**src/rtl/fpnew_pkg.sv**
```systemverilog
// rtl/fpnew_pkg.sv - shared FP types and elaboration helpers
//
// Contents:
//   status_t    - IEEE exception flags returned alongside each FP result
//   clog2_min1  - ceil(log2(n)), never less than 1, for sizing ID and counter fields

package fpnew_pkg;

    typedef struct packed {
        logic NV; // invalid operation
        logic DZ; // divide by zero
        logic OF; // overflow
        logic UF; // underflow
        logic NX; // inexact
    } status_t;

    // A single requester or a single credit still needs a one-bit field.
    function automatic int unsigned clog2_min1(input int unsigned n);
        return (n > 1) ? $clog2(n) : 1;
    endfunction

endpackage

```
**src/rtl/fpnew_rr_arb.sv**
```systemverilog
// rtl/fpnew_rr_arb.sv - round-robin arbiter with stall lock for a shared issue port
//
// Ports:
//   clk_i, rst_ni  clock, async active-low reset
//   flush_i        drops the lock; the rr pointer is kept
//   req_i          per-input request
//   gnt_ready_i    the current grant was accepted downstream this cycle
//   lock_i         the current grant is offered but stalled; freeze it
//   gnt_o          one-hot grant, qualified by gnt_valid_o
//   gnt_id_o       granted input index (0 when nothing is requesting)
//   gnt_valid_o    the granted input is requesting

module fpnew_rr_arb import fpnew_pkg::*; #(
    parameter  int unsigned NumIn = 4,
    localparam int unsigned IdW   = clog2_min1(NumIn)
) (
    input  logic             clk_i,
    input  logic             rst_ni,
    input  logic             flush_i,
    input  logic [NumIn-1:0] req_i,
    input  logic             gnt_ready_i,
    input  logic             lock_i,
    output logic [NumIn-1:0] gnt_o,
    output logic [IdW-1:0]   gnt_id_o,
    output logic             gnt_valid_o
);

    logic [IdW-1:0] ptr_q, ptr_d;
    logic           lock_q, lock_d;
    logic [IdW-1:0] locked_id_q, locked_id_d;

    logic [IdW-1:0] sel_id;
    logic [IdW-1:0] idx;
    logic           found;

    // First requester at or after the pointer, wrapping around.
    always_comb begin
        sel_id = '0;
        idx    = '0;
        found  = 1'b0;
        for (int k = 0; k < NumIn; k++) begin
            idx = IdW'((int'(ptr_q) + k) % NumIn);
            if (!found && req_i[idx]) begin
                found  = 1'b1;
                sel_id = idx;
            end
        end
    end

    // While locked the stalled grant is re-offered unchanged, even if a
    // higher-priority requester has appeared in the meantime.
    assign gnt_id_o    = lock_q ? locked_id_q : sel_id;
    assign gnt_valid_o = lock_q ? req_i[locked_id_q] : found;

    always_comb begin
        gnt_o = '0;
        for (int i = 0; i < NumIn; i++) begin
            gnt_o[i] = gnt_valid_o & (gnt_id_o == IdW'(i));
        end
    end

    always_comb begin
        lock_d      = lock_q;
        locked_id_d = locked_id_q;
        ptr_d       = ptr_q;
        if (flush_i || gnt_ready_i) begin
            lock_d = 1'b0;
        end else if (lock_i) begin
            lock_d      = 1'b1;
            locked_id_d = gnt_id_o;
        end
        if (gnt_ready_i) begin
            ptr_d = IdW'((int'(gnt_id_o) + 1) % NumIn);
        end
    end

    always_ff @(posedge clk_i or negedge rst_ni) begin
        if (!rst_ni) begin
            ptr_q       <= '0;
            lock_q      <= 1'b0;
            locked_id_q <= '0;
        end else begin
            ptr_q       <= ptr_d;
            lock_q      <= lock_d;
            locked_id_q <= locked_id_d;
        end
    end

endmodule

```
**src/rtl/fpnew_pipe_share_ctrl.sv**
```systemverilog
// rtl/fpnew_pipe_share_ctrl.sv - shares one pipelined FP unit between several requesters
//
// Ports:
//   clk_i, rst_ni     clock, async active-low reset
//   flush_i           sync flush of credits and grant lock (also fed to the shared unit)
//   in_*              per-requester issue handshake with payload and tag
//   pipe_*_o / _i     issue side towards the shared unit (valid/ready/data/tag/id)
//   pipe_valid_i ...  result side from the shared unit, routed back by pipe_id_i
//   out_*             per-requester result handshake; payload broadcast to all
//   busy_o            operations in flight or a request pending

module fpnew_pipe_share_ctrl import fpnew_pkg::*; #(
    parameter  int unsigned NumReq      = 4,
    parameter  int unsigned Width       = 32,
    parameter  type         TagType     = logic,
    parameter  int unsigned MaxInFlight = 4,
    localparam int unsigned IdWidth     = clog2_min1(NumReq)
) (
    input  logic                         clk_i,
    input  logic                         rst_ni,
    input  logic                         flush_i,
    input  logic [NumReq-1:0]            in_valid_i,
    output logic [NumReq-1:0]            in_ready_o,
    input  logic [NumReq-1:0][Width-1:0] in_data_i,
    input  TagType [NumReq-1:0]          in_tag_i,
    output logic                         pipe_valid_o,
    input  logic                         pipe_ready_i,
    output logic [Width-1:0]             pipe_data_o,
    output TagType                       pipe_tag_o,
    output logic [IdWidth-1:0]           pipe_id_o,
    input  logic                         pipe_valid_i,
    output logic                         pipe_ready_o,
    input  logic [Width-1:0]             pipe_result_i,
    input  status_t                      pipe_status_i,
    input  TagType                       pipe_tag_i,
    input  logic [IdWidth-1:0]           pipe_id_i,
    output logic [NumReq-1:0]            out_valid_o,
    input  logic [NumReq-1:0]            out_ready_i,
    output logic [Width-1:0]             out_result_o,
    output status_t                      out_status_o,
    output TagType                       out_tag_o,
    output logic                         busy_o
);

    localparam int unsigned CntWidth = clog2_min1(MaxInFlight + 1);

    logic [NumReq-1:0]   gnt;
    logic [IdWidth-1:0]  gnt_id;
    logic                gnt_valid;
    logic                can_issue;
    logic                issue_hs;
    logic                ret_hs;
    logic                id_ok;
    logic [CntWidth-1:0] count_q, count_d;

    // ---------------- issue side ----------------

    assign can_issue = (count_q < CntWidth'(MaxInFlight));

    // Flush suppresses issue so no credit is taken in the cycle it is cleared.
    assign pipe_valid_o = can_issue & gnt_valid & ~flush_i;
    assign issue_hs     = pipe_valid_o & pipe_ready_i;
    assign in_ready_o   = gnt & {NumReq{issue_hs}};

    // gnt_id is 0 when idle, so the payload rests on requester 0.
    assign pipe_data_o = in_data_i[gnt_id];
    assign pipe_tag_o  = in_tag_i[gnt_id];
    assign pipe_id_o   = gnt_id;

    fpnew_rr_arb #(
        .NumIn (NumReq)
    ) i_arb (
        .clk_i       (clk_i),
        .rst_ni      (rst_ni),
        .flush_i     (flush_i),
        .req_i       (in_valid_i),
        .gnt_ready_i (issue_hs),
        .lock_i      (pipe_valid_o & ~pipe_ready_i),
        .gnt_o       (gnt),
        .gnt_id_o    (gnt_id),
        .gnt_valid_o (gnt_valid)
    );

    // ---------------- return side ----------------

    // An ID that matches no requester is accepted and discarded so a corrupt
    // sideband cannot wedge the shared pipeline.
    always_comb begin
        out_valid_o  = '0;
        pipe_ready_o = 1'b1;
        id_ok        = 1'b0;
        for (int i = 0; i < NumReq; i++) begin
            if (pipe_id_i == IdWidth'(i)) begin
                id_ok          = 1'b1;
                pipe_ready_o   = out_ready_i[i];
                out_valid_o[i] = pipe_valid_i;
            end
        end
    end

    assign out_result_o = pipe_result_i;
    assign out_status_o = pipe_status_i;
    assign out_tag_o    = pipe_tag_i;

    // Results arriving during a flush belong to the discarded epoch.
    assign ret_hs = pipe_valid_i & pipe_ready_o & ~flush_i;

    // ---------------- credit counter ----------------

    always_comb begin
        count_d = count_q;
        if (flush_i) begin
            count_d = '0;
        end else if (issue_hs && !ret_hs) begin
            count_d = count_q + CntWidth'(1);
        end else if (!issue_hs && ret_hs && (count_q != '0)) begin
            count_d = count_q - CntWidth'(1);
        end
    end

    always_ff @(posedge clk_i or negedge rst_ni) begin
        if (!rst_ni) begin
            count_q <= '0;
        end else begin
            count_q <= count_d;
        end
    end

    assign busy_o = (count_q != '0) | (|in_valid_i);

`ifndef SYNTHESIS
    a_no_return_underflow : assert property (@(posedge clk_i) disable iff (!rst_ni)
        ret_hs |-> (count_q != '0));
    a_return_id_in_range : assert property (@(posedge clk_i) disable iff (!rst_ni)
        pipe_valid_i |-> id_ok);
`endif

endmodule
```
**config.mk**
```make
export PLATFORM = sky130hd
export DESIGN_NAME = fpnew_pipe_share_ctrl
export DESIGN_NICKNAME = d
export VERILOG_FILES = /design/src/rtl/fpnew_pkg.sv /design/src/rtl/fpnew_rr_arb.sv /design/src/rtl/fpnew_pipe_share_ctrl.sv
export SDC_FILE = /design/constraint.sdc
export NUM_CORES = 1
export LEC_CHECK = 0
export BUFFER_PORTS_ARGS = -buffer_cell sky130_fd_sc_hd__clkbuf_2
export CAP_MARGIN = 30
export CORE_AREA = 2 2 105 107
export CTS_CLUSTER_DIAMETER = 60
export DETAILED_ROUTE_END_ITERATION = 10
export DIE_AREA = 0 0 107 109
export HOLD_SLACK_MARGIN = 0.02
export MAX_ROUTING_LAYER = met4
export PLACE_DENSITY = 0.64
export SKIP_LAST_GASP = 1
export SYNTH_ARGS = -nofsm -noshare
export SYNTH_HDL_FRONTEND = slang
export SYNTH_SLANG_ARGS = --single-unit
```
**constraint.sdc**
```tcl
create_clock -name clk_i -period 3.25 [get_ports clk_i]
set_input_delay 0.1625 -clock clk_i [delete_from_list [all_inputs] [get_ports clk_i]]
set_output_delay 0.1625 -clock clk_i [all_outputs]
set_load 0.01 [all_outputs]
```
* Yosys cells after proc, flatten, opt, wreduce, memory -nomap -nowiden
Index checks and enable logic that the tools add are counted.
** Operators by class
- Mux-type cells :: 37
- Reduce and logical (&&, ||, !) cells :: 19
- Bitwise gates (word level) :: 15
- Equality and inequality tests :: 6
- $lt $le $gt $ge :: 7
- $add $sub $neg :: 6
** Operators by type and width (count)
- binary-select mux 32 bit (select 2 bit) :: 1
- two-way mux 32 bit :: 1
- two-way mux 1 bit :: 21
- < comparator 2 x 3 -> 1 bit (second input constant) :: 6
- binary-select mux 1 bit (select 2 bit) :: 6
- AND 1 bit :: 10
- two-way mux 2 bit :: 5
- two-way mux 3 bit :: 3
- equality test 2 bit (second input constant) :: 4
- logical AND 1 bit :: 6
- nonzero test 3 bit :: 2
- logical NOT 1 bit :: 5
- adder 2 x 1 -> 2 bit (second input constant) :: 2
- adder 2 bit (second input constant) :: 2
- AND 4 bit :: 1
- equality test 2 x 1 -> 1 bit (second input constant) :: 2
- logical NOT 2 bit :: 2
- OR reduction 4 bit :: 1
- adder 3 x 1 -> 3 bit (second input constant) :: 1
- < comparator 3 bit (second input constant) :: 1
- inverter 1 bit :: 3
- subtractor 3 x 1 -> 3 bit (second input constant) :: 1
- AND reduction 2 bit :: 1
- nonzero test 2 bit :: 1
- 2 further kinds :: 2
** Word-level totals
- Flip-flop bits (word level) :: 8

* Depth between registers and ports, before layout
- Depth after elaboration :: 22
- Gate-level depth with buffers :: 9
- Gate-level depth less buffers :: 7

* Hierarchy
From an unflattened synthesis, not the netlist that was laid out.
** Unflattened totals
- Cells, all modules :: 177
- Area total of the unflattened synthesis :: 1926.8 um^2
** Modules (own cells, without submodules)
- fpnew_pipe_share_ctrl :: times used 1, area an instance 1407.6 um^2, seq. area each 75.1 um^2, cells an instance 121
- fpnew_rr_arb :: times used 1, area an instance 519.2 um^2, seq. area each 125.1 um^2, cells an instance 56

* Worst setup path before layout
No wires, ideal clock.
- Path type :: register to register
- From :: reg i_arb.locked_id_q[1]
- To :: reg count_q[1]
- Data required time :: 3.149 ns
- Slack :: 0.627 ns
- Data arrival time :: 2.522 ns
- Clock period less this slack :: 2.623 ns
- Stages on the path, launching flop included :: 7
- Path through :: dfrtp_1 -> mux2_2 -> a222oi_1 -> nor3_1 -> fa_1 -> mux2_4 -> o311ai_2
** On the way
- Longest elaborated chain between the ends :: 10
- Elaborated cells on any way between the ends :: 13
- Those cells by class :: mux: 5; bitwise: 3; reduce/logical: 5
** Ends and longest elaborated chain
- start, declared :: RTL line fpnew_rr_arb.sv:30 : logic [IdW-1:0] locked_id_q, locked_id_d;
- start signal, assigned :: RTL line fpnew_rr_arb.sv:85 : locked_id_q <= locked_id_d;
- binary-select mux 1 bit (select 2 bit) * :: RTL line fpnew_rr_arb.sv:53 : assign gnt_valid_o = lock_q ? req_i[locked_id_q] : found;
- two-way mux 1 bit (implied by the code) * :: RTL line fpnew_rr_arb.sv:53
- two-way mux 1 bit * :: RTL line fpnew_rr_arb.sv:53
- AND 1 bit * (2 in a row) :: RTL line fpnew_pipe_share_ctrl.sv:61 : assign pipe_valid_o = can_issue & gnt_valid & ~flush_i;
- AND 1 bit * :: RTL line fpnew_pipe_share_ctrl.sv:62 : assign issue_hs = pipe_valid_o & pipe_ready_i;
- logical NOT 1 bit :: RTL line fpnew_pipe_share_ctrl.sv:116 : end else if (!issue_hs && ret_hs && (count_q != '0)) begin
- logical AND 1 bit (2 in a row) :: RTL line fpnew_pipe_share_ctrl.sv:116
- nonzero test 3 bit (no source line)
- end signal, assigned :: RTL line fpnew_pipe_share_ctrl.sv:125 : count_q <= count_d;
- end, declared :: RTL line fpnew_pipe_share_ctrl.sv:54 : logic [CntWidth-1:0] count_q, count_d;
Every way passes the cells marked *; elsewhere a longest branch is shown, timed or not. The select of a mux whose other input is x is not followed.
A chain may end at the register's enable or synchronous reset.

* Final worst setup path
- From :: reg i_arb.lock_q
- To :: reg count_q[1]
** On the way
- Longest elaborated chain between the ends :: 8
- Elaborated cells on any way between the ends :: 11
- Those cells by class :: mux: 3; bitwise: 3; reduce/logical: 5
** Ends and longest elaborated chain
- start, declared :: RTL line fpnew_rr_arb.sv:29 : logic lock_q, lock_d;
- start signal, assigned :: RTL line fpnew_rr_arb.sv:84 : lock_q <= lock_d;
- two-way mux 1 bit * :: RTL line fpnew_rr_arb.sv:53
- AND 1 bit * (2 in a row) :: RTL line fpnew_pipe_share_ctrl.sv:61
- AND 1 bit * :: RTL line fpnew_pipe_share_ctrl.sv:62
- logical NOT 1 bit :: RTL line fpnew_pipe_share_ctrl.sv:116
- logical AND 1 bit (2 in a row) :: RTL line fpnew_pipe_share_ctrl.sv:116
- nonzero test 3 bit (no source line)
Every way passes the cells marked *; elsewhere a longest branch is shown, timed or not.

==> metrics.csv <==
metric,value,unit
yosysSeqAreaShare,11.1,%
first_global_vias,2031,
grt.overflow.total,0,
design.die.area,0.0117,mm²
finalSetupTns,0,ps
crit_type,register to register,
cap_violations,0,
num_vias,2003,
maxSlewHeadroom,67.1,%
fmax,367,MHz
cts.repair.resized,0,
post-route-period-util,83.8,%
ant_nets,0,
grt_pass1_wl,9990,µm
antenna_found_initial,0,
min_from,flush_i,
final_common_cell,clkbuf_2,
hold_depth,2,
timing.critical_path.arrival,2860,ps
synth_fp_nets,348,
period_minus_slack,2720,ps
irDropWorstVdd,0.315,mV
cts_max_path_buffers,2,
report.final.slew_viol_count,0,
clkTransAtPathRegs,40,ps
numCtsBuffers,3,
crit_required,3390,ps
syn2layout_area_growth,50.7,%
wl_per_cell,15.8,µm
hold_viol,0,
drc,0,
vias_per_cell,4.43,
die-height,109,µm
r2r_setup_slack,530,ps
boundaryPins,269,
ys_seq_elements,8,
startpoint_type,register,
syn_area,0.00181,mm²
crit_fanout,8,
end_kind,register,
setup-violations-final,0,
worstReg2RegStart,i_arb.lock_q,
htree_num_levels,1,
portBuffers,192,
clkSinkCount,8,
synth_top_area_cell,mux4_2,
leakagePower,1.39,nW
outcome,completed,
reg2reg_to,count_q[1],
avgSynthCellArea,11.4,µm²
die_w,107,µm
place_hpwl,6300,µm
grt_start_max_net_pins,28,
mostFrequentLayoutCells,"192 x clkbuf_2, 34 x mux4_2, 8 x dfrtp_1, 7 x inv_1, 7 x nor2_1",
async_reset_ff_share,100,%
rsz0062_at_grt,no,
fillers,1154,
totalWireLength,7140,µm
start_util,17.1,%
clk_latency,230,ps
dr.first_iter.drc_count,72,
grt.total_usage,11.3,%
synth_ff_type,dfrtp_1,
worstHoldPathType,input pin to register,
synth_enable_flop_cells,0,
core_region_area,0.0106,mm²
worst_clock_skew,0.986,ps
yosys_warnings,0,
fin_area,0.00273,mm²
final_nets,504,
final_layout_size_suffix_gt1_share,80.8,%
power_density,661,mW/mm²
whs_endpoint,count_q[0],
synth_top_area_share,42.4,%
dpl-instance-area,0.00267,mm²
clockRootBuffer,clkbuf_8,
cts_tree,built,
drtPass1Iterations,4,
syn_inst,158,
ys_types,40,
place.gp.congestion,0.797,
worstMarginPinSlew,493,ps
rows,38,
synth_area_leaders,"mux4_2 42%, buf_4 16%, dfrtp_1 11%, mux2_2 3.7%, ha_1 2.8%",
rr_worst_depth,7,
diodes,0,
-- synth_stat cells, types with 2 or more instances --
| cell | number |
|---|---|
| nor2b_1 | 2 |
| inv_1 | 7 |
| and3b_1 | 2 |
| mux4_2 | 34 |
| dfrtp_1 | 8 |
| nor3_1 | 3 |
| nand2_1 | 4 |
| nor2_1 | 7 |
| buf_2 | 5 |
| nor3b_1 | 3 |
| o21ai_0 | 2 |
| and2_2 | 4 |
| mux2_2 | 6 |
| buf_4 | 38 |
| o31ai_1 | 2 |
| o22ai_1 | 2 |
| ha_1 | 4 |
| clkbuf_1 | 3 |
-- repair_timing --
item | 4_1_cts | 5_1_grt
buffers inserted | 0 | 0
endpoints found under the setup margin | 0 | 0
endpoints found under the hold margin | 8 | 0
hold buffers | 1 | 0
-- cell families after synthesis --
family | count (synthesis) | synth area share, %
AOI/OAI and AO/OA | 16 | 7.06
muxes | 42 | 47.5
DFF | 8 | 11.1
and+or+nand+nor | 33 | 10.7
buffers and inverters | 54 | 19.9
adders and majority gates | 5 | 3.88
-- per-stage QoR --
stage / hold WS (ps) / worst slack [ps] / cells / total power [mW] / util [%]
3_3_place_gp: 23.4 / 720 / 448 / 1.67 / 25.2
4_1_cts: 223 / 544 / 452 / 1.84 / 25.7
5_1_grt: 242 / 361 / 452 / 1.94 / 25.7
3_5_place_dp: 26.7 / 557 / 448 / 1.70 / 25.2
2_1_floorplan: -133 / 627 / 158 / 1.17 / -
6_report: 224 / 526 / 452 / 1.80 / 25.7
-- critical path, cell delays in order, from the launching register on --
cell and delay, ps:
dfrtp_1 520, nor3b_1 320, a222oi_1 170, buf_4 180, nor3_1 430, fa_1 530
mux2_4 280, o311ai_2 200
-- report_power, final --
part | internal [mW] | switching, mW | total (mW)
Clock | 0.0806 | 0.0435 | 0.124
Combinational | 0.764 | 0.728 | 1.49
Sequential | 0.135 | 0.0493 | 0.184
-- how the worst max path moves through the flow --
stage	endpoint	slack, ps	start	cells after the start
CTS	count_q[1]	540	i_arb.lock_q	7
finish	count_q[1]	530	i_arb.lock_q	7
global route	count_q[1]	360	i_arb.lock_q	7
global placement	count_q[1]	720	i_arb.lock_q	7
floorplan	count_q[1]	630	i_arb.locked_id_q[1]	6
detailed placement	count_q[1]	560	i_arb.lock_q	7
-- metal layers --
layer / vias to the layer above / track usage, % / share of wire, %
li1: 890 / - / -
met3: 11 / 2.45 / 8.6
met5: - / - / 0
met2: 133 / 20.2 / 51
met4: 0 / 2.32 / 0.88
met1: 969 / 13.1 / 39
-- area by class of cell --
class	instances	area, µm²	area share, %
tap	140	175	6.43
sequential	8	200	7.35
clock buffer	3	41.3	1.52
multi-input combinational	96	1270	46.7
inverter	7	26.3	0.964
timing repair buffer	198	1010	37.0
-- registers in the layout (all words and copies together) (netlist names) --
name / count
i_arb.lock_q: 1
count_q: 3
i_arb.locked_id_q: 2
i_arb.ptr_q: 2
Note: power is estimated with default switching activity, not from simulation.
